--- src/rtl/cube2_hub75_pkg.sv ---
// Shared HUB75 definitions: default row-address width, RGB bit positions
// within the 6-bit pixel bus and the receiver state encoding.
package cube2_hub75_pkg;

   localparam int HUB75_ROW_BITS = 4;

   // Pixel bus ordering is {b1,g1,r1,b0,g0,r0}
   localparam int RGB_R0 = 0;
   localparam int RGB_G0 = 1;
   localparam int RGB_B0 = 2;
   localparam int RGB_R1 = 3;
   localparam int RGB_G1 = 4;
   localparam int RGB_B1 = 5;
   localparam int HUB75_RGB_W = RGB_B1 + 1;

   typedef enum logic {
      ST_SHIFT = 1'b0,
      ST_DRAIN = 1'b1
   } rx_state_e;

endpackage

--- src/rtl/hub75_rx_sync.sv ---
// Two-flop synchronizer for a bus of asynchronous panel pins, plus a
// one-cycle rising-edge pulse per bit derived from the synchronized copy.
module hub75_rx_sync #(
   parameter int W = 8
) (
   input  logic         clk_i,
   input  logic         rst_i,
   input  logic [W-1:0] async_i,
   output logic [W-1:0] sync_o,
   output logic [W-1:0] rise_o
);

   logic [W-1:0] meta_q;
   logic [W-1:0] sync_q;
   logic [W-1:0] prev_q;

   // Synchronizer chain plus one delayed copy for edge detection
   always_ff @(posedge clk_i or posedge rst_i) begin
      if (rst_i) begin
         meta_q <= '0;
         sync_q <= '0;
         prev_q <= '0;
      end else begin
         meta_q <= async_i;
         sync_q <= meta_q;
         prev_q <= sync_q;
      end
   end

   assign sync_o = sync_q;
   assign rise_o = sync_q & ~prev_q;

endmodule

--- src/rtl/hub75_rx.sv ---
// HUB75 panel-input receiver: captures shifted pixels into a ping-pong line
// buffer and drains each latched row as an addressed write stream.
// Optional macro HUB75_RX_OE_COUNT_EN adds an output-enable cycle counter.
module hub75_rx
   import cube2_hub75_pkg::*;
#(
   parameter int PANEL_W  = 32,
   parameter int ROW_BITS = HUB75_ROW_BITS
) (
   input  logic                                 clk,
   input  logic                                 reset,
   input  logic                                 hub75_clk,
   input  logic                                 hub75_lat,
   input  logic                                 hub75_oe_n,
   input  logic [ROW_BITS-1:0]                  hub75_row,
   input  logic [5:0]                           hub75_rgb,
   output logic                                 wr_valid,
   input  logic                                 wr_ready,
   output logic [ROW_BITS+$clog2(PANEL_W)-1:0]  wr_addr,
   output logic [5:0]                           wr_data,
   output logic                                 err_overflow,
   output logic                                 err_latch_busy,
   input  logic                                 clr_err
`ifdef HUB75_RX_OE_COUNT_EN
   ,
   output logic [15:0]                          oe_cycles,
   output logic                                 oe_valid
`endif
);

   localparam int COL_W   = $clog2(PANEL_W);
   localparam int CNT_W   = COL_W + 1;
   localparam int ADDR_W  = ROW_BITS + COL_W;
   localparam int SYNC_W  = HUB75_RGB_W + ROW_BITS + 3;
   localparam int IDX_ROW = HUB75_RGB_W;
   localparam int IDX_CLK = HUB75_RGB_W + ROW_BITS;
   localparam int IDX_LAT = IDX_CLK + 1;
   localparam int IDX_OE  = IDX_CLK + 2;
   localparam logic [CNT_W-1:0] FULL_CNT = CNT_W'(PANEL_W);

   logic [SYNC_W-1:0]   pins_s;
   logic [SYNC_W-1:0]   sync_s;
   logic [SYNC_W-1:0]   rise_s;
   logic [5:0]          rgb_s;
   logic [ROW_BITS-1:0] row_s;
   logic                clk_rise_s;
   logic                lat_rise_s;
   logic                oe_n_s;
   logic                unused_s;

   assign pins_s = {hub75_oe_n, hub75_lat, hub75_clk, hub75_row, hub75_rgb};

   hub75_rx_sync #(
      .W (SYNC_W)
   ) u_sync (
      .clk_i   (clk),
      .rst_i   (reset),
      .async_i (pins_s),
      .sync_o  (sync_s),
      .rise_o  (rise_s)
   );

   assign rgb_s      = sync_s[HUB75_RGB_W-1:0];
   assign row_s      = sync_s[IDX_ROW +: ROW_BITS];
   assign clk_rise_s = rise_s[IDX_CLK];
   assign lat_rise_s = rise_s[IDX_LAT];
   assign oe_n_s     = sync_s[IDX_OE];
   assign unused_s   = ^{rise_s[IDX_CLK-1:0], rise_s[IDX_OE], sync_s[IDX_LAT:IDX_CLK], oe_n_s};

   rx_state_e           state_q, state_d;
   logic [CNT_W-1:0]    col_cnt_q, col_cnt_d;
   logic                bank_q, bank_d;
   logic [ROW_BITS-1:0] row_q, row_d;
   logic [CNT_W-1:0]    drain_cnt_q, drain_cnt_d;
   logic [CNT_W-1:0]    drain_idx_q, drain_idx_d;
   logic                wr_valid_q, wr_valid_d;
   logic [ADDR_W-1:0]   wr_addr_q, wr_addr_d;
   logic [5:0]          wr_data_q, wr_data_d;
   logic                err_ovf_q, err_ovf_d;
   logic                err_busy_q, err_busy_d;

   logic [5:0]          buf_q [2][PANEL_W];
   logic                buf_we_s;
   logic [COL_W-1:0]    buf_wcol_s;
   logic                ovf_set_s;
   logic                busy_set_s;
   logic                rd_bank_s;
   logic [COL_W-1:0]    rd_col_s;
   logic [5:0]          rd_data_s;

   // bank_q is the bank being shifted into; the drain always reads the other one
   assign rd_bank_s = ~bank_q;
   assign rd_col_s  = drain_idx_q[COL_W-1:0];
   assign rd_data_s = buf_q[rd_bank_s][rd_col_s];

   // Next-state logic for shift capture, latch handling, drain stream and error flags
   always_comb begin
      state_d     = state_q;
      col_cnt_d   = col_cnt_q;
      bank_d      = bank_q;
      row_d       = row_q;
      drain_cnt_d = drain_cnt_q;
      drain_idx_d = drain_idx_q;
      wr_valid_d  = wr_valid_q;
      wr_addr_d   = wr_addr_q;
      wr_data_d   = wr_data_q;
      buf_we_s    = 1'b0;
      buf_wcol_s  = '0;
      ovf_set_s   = 1'b0;
      busy_set_s  = 1'b0;

      if (clk_rise_s) begin
         if (col_cnt_q == FULL_CNT) begin
            ovf_set_s = 1'b1;
         end else begin
            buf_we_s   = 1'b1;
            buf_wcol_s = col_cnt_q[COL_W-1:0];
            col_cnt_d  = col_cnt_q + CNT_W'(1);
         end
      end else begin
         buf_we_s = 1'b0;
      end

      case (state_q)
         ST_SHIFT: begin
            // A same-cycle shift edge is counted into the row being latched
            if (lat_rise_s) begin
               state_d     = ST_DRAIN;
               row_d       = row_s;
               drain_cnt_d = col_cnt_d;
               drain_idx_d = '0;
               col_cnt_d   = '0;
               bank_d      = ~bank_q;
            end else begin
               state_d = ST_SHIFT;
            end
         end
         ST_DRAIN: begin
            busy_set_s = lat_rise_s;
            if (!wr_valid_q || wr_ready) begin
               if (drain_idx_q < drain_cnt_q) begin
                  wr_valid_d  = 1'b1;
                  wr_addr_d   = {row_q, rd_col_s};
                  wr_data_d   = rd_data_s;
                  drain_idx_d = drain_idx_q + CNT_W'(1);
               end else begin
                  wr_valid_d = 1'b0;
                  state_d    = ST_SHIFT;
               end
            end else begin
               wr_valid_d = wr_valid_q;
            end
         end
         default: begin
            state_d    = ST_SHIFT;
            wr_valid_d = 1'b0;
         end
      endcase

      // A same-cycle error set wins over clr_err
      err_ovf_d  = (err_ovf_q & ~clr_err) | ovf_set_s;
      err_busy_d = (err_busy_q & ~clr_err) | busy_set_s;
   end

   // Control and output registers
   always_ff @(posedge clk or posedge reset) begin
      if (reset) begin
         state_q     <= ST_SHIFT;
         col_cnt_q   <= '0;
         bank_q      <= 1'b0;
         row_q       <= '0;
         drain_cnt_q <= '0;
         drain_idx_q <= '0;
         wr_valid_q  <= 1'b0;
         wr_addr_q   <= '0;
         wr_data_q   <= 6'd0;
         err_ovf_q   <= 1'b0;
         err_busy_q  <= 1'b0;
      end else begin
         state_q     <= state_d;
         col_cnt_q   <= col_cnt_d;
         bank_q      <= bank_d;
         row_q       <= row_d;
         drain_cnt_q <= drain_cnt_d;
         drain_idx_q <= drain_idx_d;
         wr_valid_q  <= wr_valid_d;
         wr_addr_q   <= wr_addr_d;
         wr_data_q   <= wr_data_d;
         err_ovf_q   <= err_ovf_d;
         err_busy_q  <= err_busy_d;
      end
   end

   // Line buffer storage; contents are only read after being written
   always_ff @(posedge clk) begin
      if (buf_we_s) begin
         buf_q[bank_q][buf_wcol_s] <= rgb_s;
      end
   end

   assign wr_valid       = wr_valid_q;
   assign wr_addr        = wr_addr_q;
   assign wr_data        = wr_data_q;
   assign err_overflow   = err_ovf_q;
   assign err_latch_busy = err_busy_q;

`ifdef HUB75_RX_OE_COUNT_EN
   logic [15:0] oe_cnt_q, oe_cnt_d;
   logic [15:0] oe_cycles_q, oe_cycles_d;
   logic        oe_valid_q, oe_valid_d;

   // Saturating count of enabled cycles, published and restarted on each latch edge
   always_comb begin
      oe_cnt_d    = oe_cnt_q;
      oe_cycles_d = oe_cycles_q;
      oe_valid_d  = 1'b0;
      if (lat_rise_s) begin
         oe_cycles_d = oe_cnt_q;
         oe_valid_d  = 1'b1;
         oe_cnt_d    = 16'd0;
      end else if (!oe_n_s && (oe_cnt_q != 16'hFFFF)) begin
         oe_cnt_d = oe_cnt_q + 16'd1;
      end else begin
         oe_cnt_d = oe_cnt_q;
      end
   end

   // Output-enable counter registers
   always_ff @(posedge clk or posedge reset) begin
      if (reset) begin
         oe_cnt_q    <= 16'd0;
         oe_cycles_q <= 16'd0;
         oe_valid_q  <= 1'b0;
      end else begin
         oe_cnt_q    <= oe_cnt_d;
         oe_cycles_q <= oe_cycles_d;
         oe_valid_q  <= oe_valid_d;
      end
   end

   assign oe_cycles = oe_cycles_q;
   assign oe_valid  = oe_valid_q;
`endif

endmodule

--- config.mk ---
export PLATFORM = sky130hd
export DESIGN_NAME = hub75_rx
export DESIGN_NICKNAME = d
export VERILOG_FILES = /design/src/rtl/cube2_hub75_pkg.sv /design/src/rtl/hub75_rx_sync.sv /design/src/rtl/hub75_rx.sv
export SDC_FILE = /design/constraint.sdc
export NUM_CORES = 1
export LEC_CHECK = 0
export CORE_MARGIN = 3
export CORE_UTILIZATION = 44
export DETAILED_ROUTE_END_ITERATION = 16
export PLACE_DENSITY_LB_ADDON = 0.2
export SLEW_MARGIN = 10
export SYNTH_ARGS = -nofsm -noshare
export SYNTH_HDL_FRONTEND = slang
export SYNTH_SLANG_ARGS = --single-unit
--- constraint.sdc ---
create_clock -name clk -period 3.95 [get_ports clk]
set_input_delay 0.79 -clock clk [delete_from_list [all_inputs] [get_ports clk]]
set_output_delay 0.79 -clock clk [all_outputs]
set_load 0.03 [all_outputs]
==> flow_metrics.tcl <==
set metrics [dict create \
    status "complete, no violations" \
    hold_buffers 0 \
    cts-root-buf "clkbuf_16" \
    worst_skew_pair.late_latency_ps 570 \
    dpl_cell_area_mm2 0.0188 \
    critical_path.cell_chain "nor3_1, nand3_1, ha_1, or4b_1, nor2_1" \
    r2r.worst_path.cells 5 \
    drt-initial-drc-count 748 \
    layout_common_cells "384 x edfxtp_1, 104 x nor2_1, 77 x mux4_2, 59 x dfrtp_1, 52 x mux2i_1" \
    final_area_mm2 0.0202 \
    tightestPinTransition_ps 1220 \
    min_path_type "reg -> reg" \
    drt.antenna.violating_nets 0 \
    diodes 0 \
    end_kind "register" \
    viasPerCell 5.69 \
    crit_path_max_fanout 12 \
    critPathLaunch "col_cnt_q[2]" \
    vias 9027 \
    die-area_mm2 0.0428 \
    yosys_warnings 0 \
    drc 0 \
    async_reset_ff_share_pct 15.0 \
    rsz0062_at_grt "no" \
    path_clk_slew_ps 60 \
    power_frac_seq_pct 42.9 \
    cts_setup_buffers 0 \
    drt_first_pass_iters 7 \
    critPathTopFamily "simple AND/OR/NAND/NOR gates" \
    die_h_um 207 \
    wl_per_cell_um 25.2 \
    rrSetupSlack_ps 580 \
    syn_area_per_cell_um2 18.6 \
    p_leak_nw 6.76 \
    cp-start-kind "register" \
    max_slew_margin_pct 18.5 \
    cts-buffers-inserted 48 \
    internal_power_mw 9.41 \
    fin_hold_ws_ps 346 \
    fmax_mhz 297 \
    p_sw_mw 4.06 \
    crit_cells 5 \
    drive_above_1_share_pct 20.2 \
    cts.path.max_buffers 3 \
    num_rows 72 \
    grt-ovfl-total 0 \
    worst_slack_ps 580 \
    fin_crit_sh_pct 85.3 \
    antenna_found_initial 0 \
    synth_ff_type "edfxtp_1" \
    cts_tree "yes" \
    synth_edf_count 384 \
    die_w_um 207 \
    fin_util_pct 51.5 \
    synth_nets 981 \
    ctsResizeCount 0 \
    initial_utilization_pct 45.2 \
    hold_viol 0 \
    cpPeakStageDelay_ps 910 \
    netlist-cell-type-count 55 \
    r2r_end "buf_q[0][56]" \
    gp_congestion 0.803 \
    switching_share_pct 30.2 \
    syn-cell-area_mm2 0.0178 \
    cap_violations 0 \
    layout.nets 1058 \
    combPwrFrac_pct 26.3 \
    vdd_drop_max_mv 0.299 \
    clkSinkCount 452 \
    final.min_clock_period_ps 3370 \
    grt_use_total_pct 19.3 \
    dp_slack_ps 596 \
    port_buffers 33 \
    grt_pass1_wl_um 59900 \
    place_hpwl_um 24500 \
    regToRegStartpoint "col_cnt_q[2]" \
    path_class "reg -> reg" \
    grt_max_degree 65 \
    power_density_mw_per_mm2 666 \
    htree_levels 2 \
    clock_skew_ps 19.0 \
    cpMaxStageDelayCell "or4b_1" \
    crit_buf_inv 0 \
    setup_violations 0 \
    grt_pass1_vias 9141 \
    p_clk_share_pct 30.8 \
    ys_ff_latch 452 \
    worstPathArrival_ps 3560 \
    syn_inst 955 \
    final_common_cell "edfxtp_1" \
    crit_required_ps 4140 \
    slew_viol_final 0 \
    design.core.area_mm2 0.0393 \
    yosysSeqAreaShare_pct 74.5 \
    tns_ps 0 \
    io_pins 35 \
    drt-total-wl_um 39900 \
    area_growth_pct 13.9 \
    critPathCapture "buf_q[0][56]" \
]
[how the worst min path moves through the flow]
stage | start | to | slack, ps | depth (start not counted)
after floorplan | u_sync.meta_q[0] | u_sync.sync_o[0] | 330 | 0
after global placement | u_sync.meta_q[5] | u_sync.sync_o[5] | 330 | 0
after detailed placement | u_sync.meta_q[4] | u_sync.sync_o[4] | 330 | 0
after CTS | u_sync.meta_q[4] | u_sync.sync_o[4] | 350 | 0
after global routing | u_sync.meta_q[10] | u_sync.sync_o[10] | 350 | 0
final | u_sync.meta_q[0] | u_sync.sync_o[0] | 350 | 0
[cell usage after synthesis, types with 4 or more instances]
master / n / area share (%)
mux2_2: 16 / 1.0
xor2_1: 6 / 0.30
a22oi_1: 7 / 0.30
a31oi_1: 9 / 0.32
dfrtp_1: 68 / 9.6
o21ai_0: 19 / 0.54
nand4b_1: 5 / 0.25
edfxtp_1: 384 / 65
nor2b_1: 10 / 0.35
a21oi_1: 15 / 0.42
nor3_1: 6 / 0.17
buf_1: 4 / 0.085
mux4_2: 77 / 9.8
o22ai_1: 10 / 0.35
nand2b_1: 5 / 0.18
nand2_1: 16 / 0.34
clkbuf_1: 18 / 0.38
mux2i_1: 52 / 2.9
ha_1: 9 / 0.63
nand3_1: 9 / 0.25
a211oi_1: 8 / 0.34
and3_1: 5 / 0.18
nor3b_1: 5 / 0.21
inv_1: 13 / 0.27
buf_8: 4 / 0.34
buf_2: 13 / 0.37
a221oi_1: 6 / 0.30
buf_6: 7 / 0.44
nand4_1: 5 / 0.18
nor2_1: 104 / 2.2
[flip-flops by register name (all words and copies together) (netlist names)]
name and flops:
bank_q 1, buf_q 384, col_cnt_q 6, drain_cnt_q 6
drain_idx_q 6, err_latch_busy 1, err_overflow 1, row_q 4
state_q 1, u_sync.meta_q 12, u_sync.prev_q 2, u_sync.sync_o 12
wr_addr 9, wr_data 6, wr_valid 1
[worst register-to-register path, stage by stage (launching register included)]
cell and delay (ps):
dfrtp_1 500, nor3_1 530, nand3_1 190, ha_1 280, or4b_1 910, nor2_1 600
[metrics by stage]
stage | power (mW) | cells
final | 13.5 | 1586
after global routing | 14.0 | 1586
after CTS | 13.6 | 1586
after detailed placement | 9.46 | 1500
after global placement | 9.41 | 1500
after floorplan | 8.33 | 955
[cell families (layout without fill, tap and decap cells)]
family | after synthesis | in the layout | share of synthesized area, %
AO/OA/AOI/OAI | 92 | 92 | 3.43
multiplexers | 147 | 147 | 14.0
XOR/XNOR | 8 | 8 | 0.395
adder cells (fa/ha/maj) | 9 | 9 | 0.634
AND/OR/NAND/NOR | 183 | 183 | 4.87
buffers and inverters | 64 | 177 | 2.15
flip-flops | 452 | 452 | 74.5
[layout make-up]
type,instances,area (um^2)
tap,518,648
sequential,452,13200
clock buffer,63,1310
inverter,14,52.6
clock inverter,23,125
timing repair buffer,77,698
multi-input combinational,439,4150
fill,3219,19000
[routing by layer]
layer  vias up  routed length (um)  global-route usage (%)
li1       3954                   -                       -
met1      4729               17300                    27.6
met2       279               19200                    30.6
met3        65                2740                    4.42
met4         0                 731                    4.43
met5         -                   0                       0
[power groups by stage]
stage,clock network [mW],logic [mW],registers (mW)
6_report,4.15,3.55,5.78
5_1_grt,4.42,3.80,5.83
4_1_cts,4.23,3.58,5.79
3_5_place_dp,0,3.57,5.89
3_3_place_gp,0,3.54,5.88
2_1_floorplan,0,2.53,5.80
No activity file was read; power rests on OpenSTA's default activity.
